`src/rtl/fp_align_pkg.sv`:
```
// rtl/fp_align_pkg.sv - floating-point format type shared by the alignment scheduler
package fp_align_pkg;

    typedef enum logic {
        FP32 = 1'b0,
        FP16 = 1'b1
    } fp_fmt_e;

endpackage

```
`src/rtl/fp_align_sched.sv`:
```
// rtl/fp_align_sched.sv - two-requester arbiter in front of a shared alignment barrel shifter
// Grants one op per cycle, drives the external shifter and registers its result.
module fp_align_sched
    import fp_align_pkg::*;
#(
    parameter bit RR_EN = 1'b1
) (
    input  logic        clk,
    input  logic        rst_n,

    input  logic        req0_valid,
    output logic        req0_ready,
    input  fp_fmt_e     req0_fmt,
    input  logic [23:0] req0_frac,
    input  logic [15:0] req0_ediff,

    input  logic        req1_valid,
    output logic        req1_ready,
    input  fp_fmt_e     req1_fmt,
    input  logic [23:0] req1_frac,
    input  logic [15:0] req1_ediff,

    output fp_fmt_e     sh_fmt,
    output logic [23:0] sh_x,
    output logic [7:0]  sh_s,
    input  logic [25:0] sh_r,
    input  logic        sh_sticky_h,
    input  logic        sh_sticky_l,

    output logic        out_valid,
    input  logic        out_ready,
    output logic        out_id,
    output fp_fmt_e     out_fmt,
    output logic [25:0] out_r,
    output logic        out_sticky_h,
    output logic        out_sticky_l,
    output logic [15:0] op_count
);

    logic        out_valid_q, out_valid_d;
    logic        out_id_q, out_id_d;
    fp_fmt_e     out_fmt_q, out_fmt_d;
    logic [25:0] out_r_q, out_r_d;
    logic        out_sticky_h_q, out_sticky_h_d;
    logic        out_sticky_l_q, out_sticky_l_d;
    logic [15:0] op_count_q, op_count_d;
    logic        last_grant_q, last_grant_d;

    logic        any_valid;
    logic        grant_id;
    logic        accept;
    fp_fmt_e     g_fmt;
    logic [23:0] g_frac;
    logic [15:0] g_ediff;

    function automatic logic [3:0] sat4(input logic [7:0] e);
        return (e > 8'd15) ? 4'hF : e[3:0];
    endfunction

    function automatic logic [4:0] sat5(input logic [7:0] e);
        return (e > 8'd31) ? 5'h1F : e[4:0];
    endfunction

    // Ready never looks at the payload, only at valids, output occupancy and history.
    always_comb begin
        any_valid = req0_valid | req1_valid;
        if (req0_valid && req1_valid) begin
            grant_id = RR_EN ? ~last_grant_q : 1'b0;
        end else begin
            grant_id = ~req0_valid;
        end
        accept     = rst_n & any_valid & (~out_valid_q | out_ready);
        req0_ready = accept & ~grant_id;
        req1_ready = accept & grant_id;
    end

    always_comb begin
        g_fmt   = grant_id ? req1_fmt   : req0_fmt;
        g_frac  = grant_id ? req1_frac  : req0_frac;
        g_ediff = grant_id ? req1_ediff : req0_ediff;

        sh_fmt = FP32;
        sh_x   = '0;
        sh_s   = '0;
        if (any_valid) begin
            sh_fmt = g_fmt;
            if (g_fmt == FP16) begin
                // Middle byte zeroed so hi-lane bits cannot leak into the lo lane.
                sh_x = {g_frac[23:16], 8'h00, g_frac[7:0]};
                sh_s = {sat4(g_ediff[15:8]), sat4(g_ediff[7:0])};
            end else begin
                sh_x = g_frac;
                sh_s = {3'b000, sat5(g_ediff[7:0])};
            end
        end
    end

    always_comb begin
        out_valid_d    = out_valid_q;
        out_id_d       = out_id_q;
        out_fmt_d      = out_fmt_q;
        out_r_d        = out_r_q;
        out_sticky_h_d = out_sticky_h_q;
        out_sticky_l_d = out_sticky_l_q;
        op_count_d     = op_count_q;
        last_grant_d   = last_grant_q;
        if (accept) begin
            out_valid_d    = 1'b1;
            out_id_d       = grant_id;
            out_fmt_d      = g_fmt;
            out_r_d        = sh_r;
            out_sticky_h_d = sh_sticky_h;
            out_sticky_l_d = sh_sticky_l;
            op_count_d     = op_count_q + 16'd1;
            last_grant_d   = grant_id;
        end else if (out_ready) begin
            out_valid_d = 1'b0;
        end
    end

    // last_grant resets to 1 so req0 wins the first contention.
    always_ff @(posedge clk) begin
        if (!rst_n) begin
            out_valid_q    <= 1'b0;
            out_id_q       <= 1'b0;
            out_fmt_q      <= FP32;
            out_r_q        <= '0;
            out_sticky_h_q <= 1'b0;
            out_sticky_l_q <= 1'b0;
            op_count_q     <= '0;
            last_grant_q   <= 1'b1;
        end else begin
            out_valid_q    <= out_valid_d;
            out_id_q       <= out_id_d;
            out_fmt_q      <= out_fmt_d;
            out_r_q        <= out_r_d;
            out_sticky_h_q <= out_sticky_h_d;
            out_sticky_l_q <= out_sticky_l_d;
            op_count_q     <= op_count_d;
            last_grant_q   <= last_grant_d;
        end
    end

    assign out_valid    = out_valid_q;
    assign out_id       = out_id_q;
    assign out_fmt      = out_fmt_q;
    assign out_r        = out_r_q;
    assign out_sticky_h = out_sticky_h_q;
    assign out_sticky_l = out_sticky_l_q;
    assign op_count     = op_count_q;

endmodule

```
`config.mk`:
```
export PLATFORM = sky130hd
export DESIGN_NAME = fp_align_sched
export DESIGN_NICKNAME = d
export VERILOG_FILES = /design/src/rtl/fp_align_pkg.sv /design/src/rtl/fp_align_sched.sv
export SDC_FILE = /design/constraint.sdc
export NUM_CORES = 1
export LEC_CHECK = 0
export ABC_AREA = 1
export BUFFER_PORTS_ARGS = -buffer_cell sky130_fd_sc_hd__buf_4
export CAP_MARGIN = 10
export CORE_MARGIN = 1
export CORE_UTILIZATION = 42
export CTS_BUF_LIST = sky130_fd_sc_hd__clkbuf_8
export DETAILED_ROUTE_END_ITERATION = 8
export PLACE_DENSITY = 0.94
export SLEW_MARGIN = 5
export SYNTH_ARGS = -nofsm -noshare
export SYNTH_HDL_FRONTEND = slang
export SYNTH_SLANG_ARGS = --single-unit
export TNS_END_PERCENT = 20
```
`constraint.sdc`:
```
create_clock -name clk -period 1.7 [get_ports clk]
set_input_delay 0.085 -clock clk [delete_from_list [all_inputs] [get_ports clk]]
set_output_delay 0.085 -clock clk [all_outputs]
set_load 0.05 [all_outputs]
```
# Word level (Yosys, flattened, before mapping)
# Cells that the tools add are included.
# Widths: inputs -> output; s select.
# word_totals
reg_bits	48
elab_cells	38
# classes
reduce_logical	2
n_lt_le_gt_ge	3
muxes	14
addsub	1
bitwise	10
# op_table
cell	count
$mux 24	2
$mux 16	2
$add 16x1->16 const B	1
$gt 8x4->1 const B	2
$mux 8	2
$gt 8x5->1 const B	1
$mux 4	2
$mux 1	5
$mux 5	1
$and 1x1->1	4
$not 1->1	4
$or 1x1->1	2
$reduce_bool 2->1	1
$logic_and 1x1->1	1

# Longest topological paths before layout
# logic_depth
depth_word	7
depth_mapped	10

# Least setup slack after synthesis
# Ideal clock, no wire load.
# synth_timing
path_kind	register -> register
startpoint	register out_valid_q (netlist: out_valid)
endpoint	register last_grant_q
setup_slack_ps	-118
required_ps	1626
path_stages_with_launch	7
arrival_time_ps	1743
n_path_buf	1
synth_period_minus_slack_ps	1818
cell_sequence	dfxtp_1 nand2_1 nand3_4 buf_6 nor2_1 nor2_1 o21ai_0
# synth_via
elab_chain_len	3
# synth_rtl
item	line_no	rtl
start, declared	fp_align_sched.sv:40	logic out_valid_q, out_valid_d;
start signal, assigned	fp_align_sched.sv:133	out_valid_q <= out_valid_d;
$not 1->1	fp_align_sched.sv:72	accept = rst_n & any_valid & (~out_valid_q | out_ready);
$or 1x1->1	fp_align_sched.sv:72	
$and 1x1->1	fp_align_sched.sv:72	
end signal, assigned	fp_align_sched.sv:140	last_grant_q <= last_grant_d;
end, declared	fp_align_sched.sv:47	logic last_grant_q, last_grant_d;
# Every way passes these cells.
# A chain may end at the register's enable or synchronous reset.

# Worst setup path after layout
# layout_timing
startpoint	register last_grant_q
endpoint	output sh_s[3]
# layout_via
elab_chain_len	7
word_cells_on_any_way	10
# layout_rtl
item	line_no	rtl
$not 1->1 (*)	fp_align_sched.sv:68	grant_id = RR_EN ? ~last_grant_q : 1'b0;
$mux 1 (*)	fp_align_sched.sv:67	if (req0_valid && req1_valid) begin
$mux 16	fp_align_sched.sv:80	g_ediff = grant_id ? req1_ediff : req0_ediff;
$gt 8x5->1 or $gt 8x4->1 (tied branches)	fp_align_sched.sv:61, fp_align_sched.sv:57	
$mux 5 or $mux 4 (tied branches)	fp_align_sched.sv:61, fp_align_sched.sv:57	
$mux 8 (*)	fp_align_sched.sv:87	if (g_fmt == FP16) begin
$mux 8 (*)	fp_align_sched.sv:85	if (any_valid) begin
end, declared	fp_align_sched.sv:25	output logic [7:0] sh_s,
# Mark *: on every way between the ends. The rest lies on a longest branch, timed or not.

==> summary.md <==
| Metric | Value |
|---|---|
| Hold Path Cell Cnt | 3 |
| Finished Core Util | 79.4% |
| Sink Count | 48 |
| Pint | approximately 2.3 mW |
| Synth unique cells | 32 |
| Clock power share | 27.4% |
| Switching Share | 37.0% |
| Combinational Power Share | approximately two fifths |
| Commonest non-fill, non-tap cell in the layout | buf_4 |
| Max-Cap Viols | 0 |
| First-pass GRT wire length | ~16000 um |
| Syn_nets | 527 |
| Die Ht | 81.0 um |
| WS Path Type | reg -> out |
| CP top delay family | simple AND/OR/NAND/NOR gates |
| Via density | 5.16 |
| P_sw | 1.37 mW |
| Post-synthesis cell count | 411 |
| Seq/Total Area, Yosys | 36.6% |
| Final Max Tran Viols | 0 |
| Core Area | 0.00599 mm2 |
| CTS tree | built |
| Post-DR wirelength/cell | roughly 16 um |
| # port buffers | ~200 |
| Max Fclk | 0.569 GHz |
| Failing checks | setup timing |
| Post-DP HPWL | 7010 um |
| Total grt overflow | 0 |
| Slew HR | between 70% and 80% |
| # fillers | 371 |
| Minimum clock period | 1.76 ns |
| Peak supply drop | 0.000736 V |
| Routed Antenna Nets | 0 |
| Cts bufs inserted | 5 |
| Worst-Margin Slew | 0.404 ns |
| Routability cong. | 0.829 |
| Number of buffers and inverters on the critical path | 3 |
| DRC viols | 0 |
| Hold crit path type | in -> reg |
| # nets final | 753 |
| Crit-path slowest cell | dfxtp_2 |
| Worst setup SP type | register |
| Synth Warn # | 0 |
| Period utilisation layout | 103% |
| GRT Util Overall | 32.7% |
| Clock buffer depth | 2 |
| R2R Setup Slk | 0.19 ns |
| Placed cell area | between 0.004 and 0.005 mm2 |
| Leakage power | about 2.5 nW |
| Ant. Diodes | 0 |
| Total power | 3.70 mW |
| Final wirelength | 11100 um |
| Final Instance Area | roughly 0.0048 mm2 |
| Root buffer cell | clkbuf_8 |
| Worst path depth | 9 |
| Share of cells above drive strength 1 | 39.3% |
| Top cell type's share of synthesized area | 36.6% |
| Die area | 0.00657 mm2 |
| Synthesized area | around 0.0026 mm2 |
| R2R cell count | 6 |
| Die Width | 81.0 um |
| Worst-Skew Late Latency | around 0.30 ns |
| Outcome | finished with violations |
| Synth-to-layout area growth | 81.3% |
| Power density over the cells | 778 mW/mm2 |
| Pre-antenna DRT Iters | 5 |
| Post-synthesis register bit count | 48 |
| Critical Path RT | 1.62 ns |
| Dpl ws | around 0.070 ns |
| RSZ-0062 raised after global routing | true |
| Share of power burned in registers | approximately 34% |
| Worst-path clk slew | ~0.090 ns |
| Leading area contributor after synthesis | dfxtp_1 |
| DR vias | about 3700 |
| Largest net degree at the start of global routing | 40 |
| CTS H-tree depth | 2 |
| Setup violators final | 7 |
| Most frequent cells in the layout | buf_4, nand2_1, nand3_1 |
| Initial DRC Count | between 150 and 200 |
| CP Data Arrival Time | 1.67 ns |
| Final hold violation count | 0 |
| Critical path's largest stage delay | 0.35 ns |
| Final worst slack | -0.0584 ns |
| Setup TNS | -0.189 ns |
| Initial antenna violation count | 0 |
| Main area contributors after synthesis | dfxtp_1, nand2_1, nand3_1, nor2_1, inv_1 |
| Row count | 28 |
| Initial Utilization | between 40% and 50% |
| Setup crit end kind | output port |
| Mean post-synth cell area | approximately 6.4 um2 |
| IO Count | 197 |
| Critical-path maximum fanout | 5 |
| Critical path, cell by cell | inv_4, a21oi_4, nand2_2, nand2_4, inv_4, a21oi_4, nor2_1, nor2_1, buf_6 |
| Final clock skew | 0.00726 ns |
| Vias in the first global route | 3563 |
==> power by group through the flow <==
| stage | logic [mW] | registers, mW | clock network (mW) |
|---|---|---|---|
| after floorplan | 0.552 | 1.50 | 0 |
| after global placement | 1.27 | 1.26 | 0 |
| after detailed placement | 1.29 | 1.26 | 0 |
| after CTS | 1.39 | 1.24 | 1.01 |
| after global routing | 1.51 | 1.26 | 1.05 |
| final | 1.44 | 1.25 | 1.01 |
==> final timing paths <==
kind	from	to
min reg2reg	out_r[0]	out_r[0]
max	last_grant_q	sh_s[3]
min	rst_n	out_id
max reg2reg	op_count[0]	op_count[14]
==> cell usage after synthesis (all sizes together) <==
master and n:
o21ai 18, a21oi 19, or2 2, o22ai 2, nor3 5, nor2 42
xor2 1, ha 1, nand3 58, inv 28, a31oi 1, xnor2 1
o21bai 3, a211oi 1, nand4 4, nor3b 2, nand2 154, clkbuf 1
dfxtp 48, buf 20
==> per-layer routing <==
metal / up-vias / global-route usage (%) / routed length, um
met4: 0 / 18.6 / 508
met2: 202 / 61.5 / 5750
met3: 44 / 7.64 / 929
met5: - / 0 / 0
li1: 1766 / - / -
met1: 1669 / 32.6 / 3880
==> worst min-delay path: cells and delay by family <==
| family | cells | cell delay (ns) |
|---|---|---|
| compound gates | 1 | 0.07 |
| buf+inv | 1 | 0.14 |
| simple gates | 1 | 0.04 |
==> area by class of cell <==
cell class | instances | area [um2] | area share [%]
Clock buffer | 5 | 68.8 | 1.45
Clock inverter | 3 | 68.8 | 1.45
Inverter | 28 | 113 | 2.37
Multi-Input combinational cell | 315 | 1530 | 32.1
Sequential cell | 48 | 962 | 20.2
Tap cell | 75 | 93.8 | 1.97
Timing Repair Buffer | 239 | 1920 | 40.4
==> cells by family (layout without fill, tap and decap cells) <==
logic type,Yosys count,count (layout),share of synthesized area [%]
compound gates,44,44,9.39
fa+ha+maj,1,1,0.477
xor+xnor,2,2,0.668
buf+inv,49,275,8.63
flops,48,48,36.6
simple gates,267,268,44.2
==> flip-flops by register name, summed over array words and instances, names as in the netlist <==
name / count
out_r: 26
last_grant_q: 1
out_sticky_l: 1
out_fmt: 1
out_id: 1
op_count: 16
out_valid: 1
out_sticky_h: 1
==> timing repair <==
| item | in CTS | in global routing |
|---|---|---|
| pin swaps | 4 | 10 |
| endpoints found under the setup margin | 33 | 32 |
| resized for setup | 23 | 15 |
| buffers inserted | 4 | 3 |
| cloned | 1 | 0 |
| hold buffers | 28 | 0 |
| endpoints found under the hold margin | 28 | 0 |
==> stage by stage <==
stage	hold WS, ns	std cells
global placement	0.278	669
global route	0.101	713
floorplan	0.196	411
detailed placement	0.283	669
finish	0.0719	713
CTS	0.0707	710
Power figures use the tool's default switching activity.
